<file path="src/rtl/branch_predictor.sv">
// Fetch-side branch predictor: 2-bit saturating counters plus a tagged BTB, trained from execute.
// Also produces the registered mispredict/redirect pulse for the fetch/flush logic.
module branch_predictor #(
  parameter int unsigned IndexBits = 6,
  parameter int unsigned TagBits   = 8
) (
  input  logic        clk_i,
  input  logic        reset_i,
  input  logic [31:0] fetch_pc_i,
  output logic        predict_taken_o,
  output logic [31:0] predict_target_o,
  output logic        ready_o,
  input  logic        update_valid_i,
  input  logic [31:0] update_pc_i,
  input  logic [6:0]  update_opcode_i,
  input  logic        update_taken_i,
  input  logic [31:0] update_target_i,
  input  logic        update_pred_taken_i,
  input  logic [31:0] update_pred_target_i,
  output logic        mispredict_o,
  output logic [31:0] redirect_pc_o
);

  localparam int unsigned Entries  = 2 ** IndexBits;
  localparam logic [6:0]  OpBranch = 7'b1100011;

  typedef enum logic {StInit, StReady} state_e;

  state_e               state_q;
  logic [IndexBits-1:0] init_idx_q;
  logic                 mispredict_q, mispredict_d;
  logic [31:0]          redirect_q, redirect_d;

  logic [1:0]         ctr_q        [Entries];
  logic               btb_valid_q  [Entries];
  logic [TagBits-1:0] btb_tag_q    [Entries];
  logic [31:0]        btb_target_q [Entries];

  logic [IndexBits-1:0] f_idx, u_idx, wr_idx;
  logic [TagBits-1:0]   f_tag, u_tag;
  logic                 pred_hit, upd_branch;
  logic [1:0]           ctr_cur, ctr_wdata;
  logic                 ctr_we, valid_we, valid_wdata, btb_we;

  assign f_idx   = fetch_pc_i[IndexBits+1:2];
  assign f_tag   = fetch_pc_i[IndexBits+TagBits+1:IndexBits+2];
  assign u_idx   = update_pc_i[IndexBits+1:2];
  assign u_tag   = update_pc_i[IndexBits+TagBits+1:IndexBits+2];
  assign ready_o = (state_q == StReady);

  // Lookup reads the arrays directly, so a same-cycle update is not bypassed.
  always_comb begin
    pred_hit = ready_o && ctr_q[f_idx][1] && btb_valid_q[f_idx] && (btb_tag_q[f_idx] == f_tag);
    predict_taken_o  = pred_hit;
    predict_target_o = pred_hit ? btb_target_q[f_idx] : fetch_pc_i + 32'd4;
  end

  assign upd_branch = ready_o && update_valid_i && (update_opcode_i == OpBranch);

  always_comb begin
    ctr_cur = ctr_q[u_idx];
    if (update_taken_i) begin
      ctr_wdata = (ctr_cur == 2'b11) ? 2'b11 : ctr_cur + 2'd1;
    end else begin
      ctr_wdata = (ctr_cur == 2'b00) ? 2'b00 : ctr_cur - 2'd1;
    end
    ctr_we      = 1'b0;
    valid_we    = 1'b0;
    valid_wdata = 1'b0;
    btb_we      = 1'b0;
    wr_idx      = u_idx;
    if (!reset_i) begin
      if (state_q == StInit) begin
        ctr_we    = 1'b1;
        ctr_wdata = 2'b01;
        valid_we  = 1'b1;
        wr_idx    = init_idx_q;
      end else if (upd_branch) begin
        ctr_we      = 1'b1;
        valid_we    = update_taken_i;
        valid_wdata = 1'b1;
        btb_we      = update_taken_i;
      end
    end
  end

  always_comb begin
    mispredict_d = upd_branch &&
                   ((update_taken_i != update_pred_taken_i) ||
                    (update_taken_i && update_pred_taken_i &&
                     (update_target_i != update_pred_target_i)));
    redirect_d   = redirect_q;
    if (mispredict_d) begin
      redirect_d = update_taken_i ? update_target_i : update_pc_i + 32'd4;
    end
  end

  // Table storage has no reset; INIT sweeps it instead.
  always_ff @(posedge clk_i) begin
    if (ctr_we) ctr_q[wr_idx] <= ctr_wdata;
    if (valid_we) btb_valid_q[wr_idx] <= valid_wdata;
    if (btb_we) begin
      btb_tag_q[wr_idx]    <= u_tag;
      btb_target_q[wr_idx] <= update_target_i;
    end
  end

  always_ff @(posedge clk_i) begin
    if (reset_i) begin
      state_q      <= StInit;
      init_idx_q   <= '0;
      mispredict_q <= 1'b0;
      redirect_q   <= '0;
    end else begin
      mispredict_q <= mispredict_d;
      redirect_q   <= redirect_d;
      if (state_q == StInit) begin
        init_idx_q <= init_idx_q + IndexBits'(1);
        if (&init_idx_q) state_q <= StReady;
      end
    end
  end

  assign mispredict_o  = mispredict_q;
  assign redirect_pc_o = redirect_q;

endmodule

</file>
<file path="config.mk">
export PLATFORM = sky130hd
export DESIGN_NAME = branch_predictor
export DESIGN_NICKNAME = d
export VERILOG_FILES = /design/src/rtl/branch_predictor.sv
export SDC_FILE = /design/constraint.sdc
export NUM_CORES = 2
export LEC_CHECK = 0
export BUFFER_PORTS_ARGS = -buffer_cell sky130_fd_sc_hd__buf_4
export CAP_MARGIN = 20
export CORE_AREA = 3 3 359 626
export DETAILED_ROUTE_END_ITERATION = 12
export DIE_AREA = 0 0 362 629
export GPL_TIMING_DRIVEN = 0
export PLACE_DENSITY = 0.62
export SYNTH_ARGS = -nofsm -noshare
export SYNTH_HDL_FRONTEND = slang
export SYNTH_SLANG_ARGS = --single-unit
export TNS_END_PERCENT = 1
</file>
<file path="constraint.sdc">
create_clock -name clk_i -period 11.7 [get_ports clk_i]
set_clock_uncertainty 0.2 [all_clocks]
set_input_delay 1.17 -clock clk_i [delete_from_list [all_inputs] [get_ports clk_i]]
set_output_delay 1.17 -clock clk_i [all_outputs]
set_load 0.02 [all_outputs]
</file>
==> impl_metrics.env <==
export IMPL_num_vias=58100
export IMPL_worst_pin_slew_ps=1230
export IMPL_post_cts_buffers=0
export IMPL_final_cell_area_um2=127000
export IMPL_grt_util_all_layers=0.316
export IMPL_fillers=16100
export IMPL_syn_num_nets=5084
export IMPL_pin_count=207
export IMPL_finish_utilization=0.578
export IMPL_hold_depth=2
export IMPL_synth_most_common_cell="edfxtp_1"
export IMPL_syn_to_final_growth_pct=16.1
export IMPL_rsz0062_at_grt="no"
export IMPL_yosysUniqueCellTypes=64
export IMPL_numClockSinks=2792
export IMPL_fp_dieH_um=629
export IMPL_die_area_um2=228000
export IMPL_syn_inst=4940
export IMPL_clk_pin_slew_worst_paths_ps=60
export IMPL_syn_avg_cell_area_um2=22.2
export IMPL_achievable_frequency_mhz=122
export IMPL_syn_area_um2=110000
export IMPL_vias_per_cell=6.59
export IMPL_synth_edf_count=2752
export IMPL_cp_arrival_ps=6840
export IMPL_status="completed"
export IMPL_drtIter0Drc=8338
export IMPL_cts_made_buffers=239
export IMPL_dp_worst_setup_slack_ps=3670
export IMPL_placedCellCount=8325
export IMPL_wl_per_cell_um=40.7
export IMPL_min_period_ps=8210
export IMPL_reg2reg_from="ready_o"
export IMPL_drt_total_wl_um=359000
export IMPL_path_max_fanout=10
export IMPL_slew_violations=0
export IMPL_fin_crit_sh=0.701
export IMPL_drc=0
export IMPL_ys_ff_latch=2792
export IMPL_portBuffers=199
export IMPL_antenna_found_initial=30
export IMPL_setup_viol=0
export IMPL_max_cap_viol_count=0
export IMPL_rows=228
export IMPL_grt_pass1_vias=58100
export IMPL_hold_end="redirect_pc_o[23]"
export IMPL_stdcell_count=8819
export IMPL_yosys_most_used_dff="edfxtp_1"
export IMPL_nets=5842
export IMPL_dr_pass1_iters=5
export IMPL_power_density_nw_per_um2=159
export IMPL_yosysSeqAreaShare=0.760
export IMPL_p_leak_nw=40.2
export IMPL_clk_path_buf_depth=4
export IMPL_max_slew_margin=0.159
export IMPL_grt_pass1_wl_um=487000
export IMPL_endpoint_kind="primary output"
export IMPL_hold_viol=0
export IMPL_root_buffer="clkbuf_16"
export IMPL_ys_top_cells_by_area="edfxtp_1 75%, mux4_2 17%, mux2i_1 0.88%"
export IMPL_yosysTopAreaCell="edfxtp_1"
export IMPL_place_congestion=0.977
export IMPL_place_area_um2=120000
export IMPL_htree_levels=4
export IMPL_tritoncts="yes"
export IMPL_overflow=0
export IMPL_layout_drive_gt1_share=0.325
export IMPL_final_setup_worst_slack_ps=3490
export IMPL_path_class="input port to primary output"
export IMPL_fp_coreArea_um2=221000
export IMPL_ys_top_cells_by_count="2752 x edfxtp_1, 819 x mux4_2, 176 x nor2_1"
export IMPL_peakVddDrop_uv=117
export IMPL_power_mw=20.2
export IMPL_ctsHoldBuffers=0
export IMPL_die_x_um=362
export IMPL_finalSetupTns_ps=0
export IMPL_hold_ws_ps=302
export IMPL_async_flop_share=0
export IMPL_rrSetupSlack_ps=5640
export IMPL_yosysTopAreaCellShare=0.753
export IMPL_worst_setup_path_start_kind="input port"
export IMPL_min_from="redirect_pc_o[23]"
export IMPL_required_ps=10330
export IMPL_hp_class="register to register"
export IMPL_start_util=0.498
export IMPL_postRouteAntennaNets=0
export IMPL_reg2reg_to="btb_target_q[35][21]"
export IMPL_dpl_hpwl_um=256000
export IMPL_grt_max_degree=70
export IMPL_yosysWarnings=0
export IMPL_reg2reg_depth=12
export IMPL_cts_resized=0
export IMPL_clkLatencyLatePin_ps=880
-- worst max-delay path, cell delays in order --
cell and delay [ps]:
buf_4 130, buf_4 250, buf_2 380, buf_4 370, buf_4 310, buf_2 510
buf_4 400, and4_1 400, nand3_1 230, nor2_1 790, nand2_1 220, nor2_1 260
nand3_1 130, xnor2_1 610, mux2_2 430, buf_4 180
-- routing by layer --
layer | GRT usage | vias up | wire, um
met5 | 0 | - | 86
met2 | 0.521 | 3567 | 179000
met1 | 0.389 | 31300 | 120000
met3 | 0.0497 | 899 | 30800
met4 | 0.214 | 12 | 28800
li1 | - | 22400 | -
-- worst max-delay path by stage --
stage / startpoint / endpoint / slack, ps / depth (start not counted)
detailed placement: fetch_pc_i[3] / predict_target_o[31] / 3670 / 16
CTS: fetch_pc_i[3] / predict_target_o[31] / 3660 / 16
global placement: update_opcode_i[3] / btb_target_q[40][25] / -4990 / 7
finish: fetch_pc_i[3] / predict_target_o[31] / 3490 / 16
global route: fetch_pc_i[3] / predict_target_o[31] / 3440 / 16
floorplan: update_opcode_i[3] / btb_tag_q[32][0] / 4180 / 6
-- report_power, final --
group          total (mW)  switching, mW  internal, mW
Clock                7.97           3.59          4.38
Sequential           11.0        0.00237          11.0
Combinational        1.27          0.831         0.437
-- layout by cell type (no fill, tap or decap), types with 33 or more instances in the layout --
cell,synthesis,routed
diode_2,0,56
dfxtp_1,40,40
nor3_2,0,36
buf_12,0,52
clkbuf_16,0,239
xor2_1,33,33
buf_8,0,42
clkinv_2,0,43
clkbuf_1,129,174
o21ai_0,57,57
edfxtp_1,2752,2752
nor2_1,176,147
mux4_2,819,819
buf_6,12,204
mux2i_1,96,96
nand3_1,73,73
buf_4,25,239
nor3_1,116,80
clkinv_1,1,52
nand2_1,155,155
xnor2_1,64,64
buf_2,79,83
-- cell type report --
class | count | area (um2) | area share
Clock buffer | 289 | 6170 | 0.0484
Multi-Input combinational cell | 1851 | 25400 | 0.199
Sequential cell | 2792 | 83400 | 0.655
Antenna cell | 56 | 140 | 0.00110
Tap cell | 2875 | 3600 | 0.0282
Buffer | 280 | 1340 | 0.0105
Inverter | 17 | 63.8 | 0.000501
Clock inverter | 142 | 1440 | 0.0113
Timing Repair Buffer | 517 | 5870 | 0.0460
-- state kept, by name, summed over array words and instances, names as in the netlist --
signal         count
ready_o            1
redirect_pc_o     32
btb_valid_q       64
btb_target_q    2048
btb_tag_q        512
ctr_q            128
init_idx_q         6
mispredict_o       1
-- logic make-up (layout without fill, tap and decap cells) --
logic type      count (synthesis)  after routing  share of synthesized area
fa+ha+maj                       5              5                   0.000547
simple gates                  607            607                     0.0254
other cells                     0             56                          0
xor+xnor                       97             97                    0.00774
compound gates                177            177                     0.0111
mux                           965            965                      0.183
buf+inv                       297           1245                     0.0127
flops                        2792           2792                      0.760
Note: power is estimated with default switching activity, not from simulation.
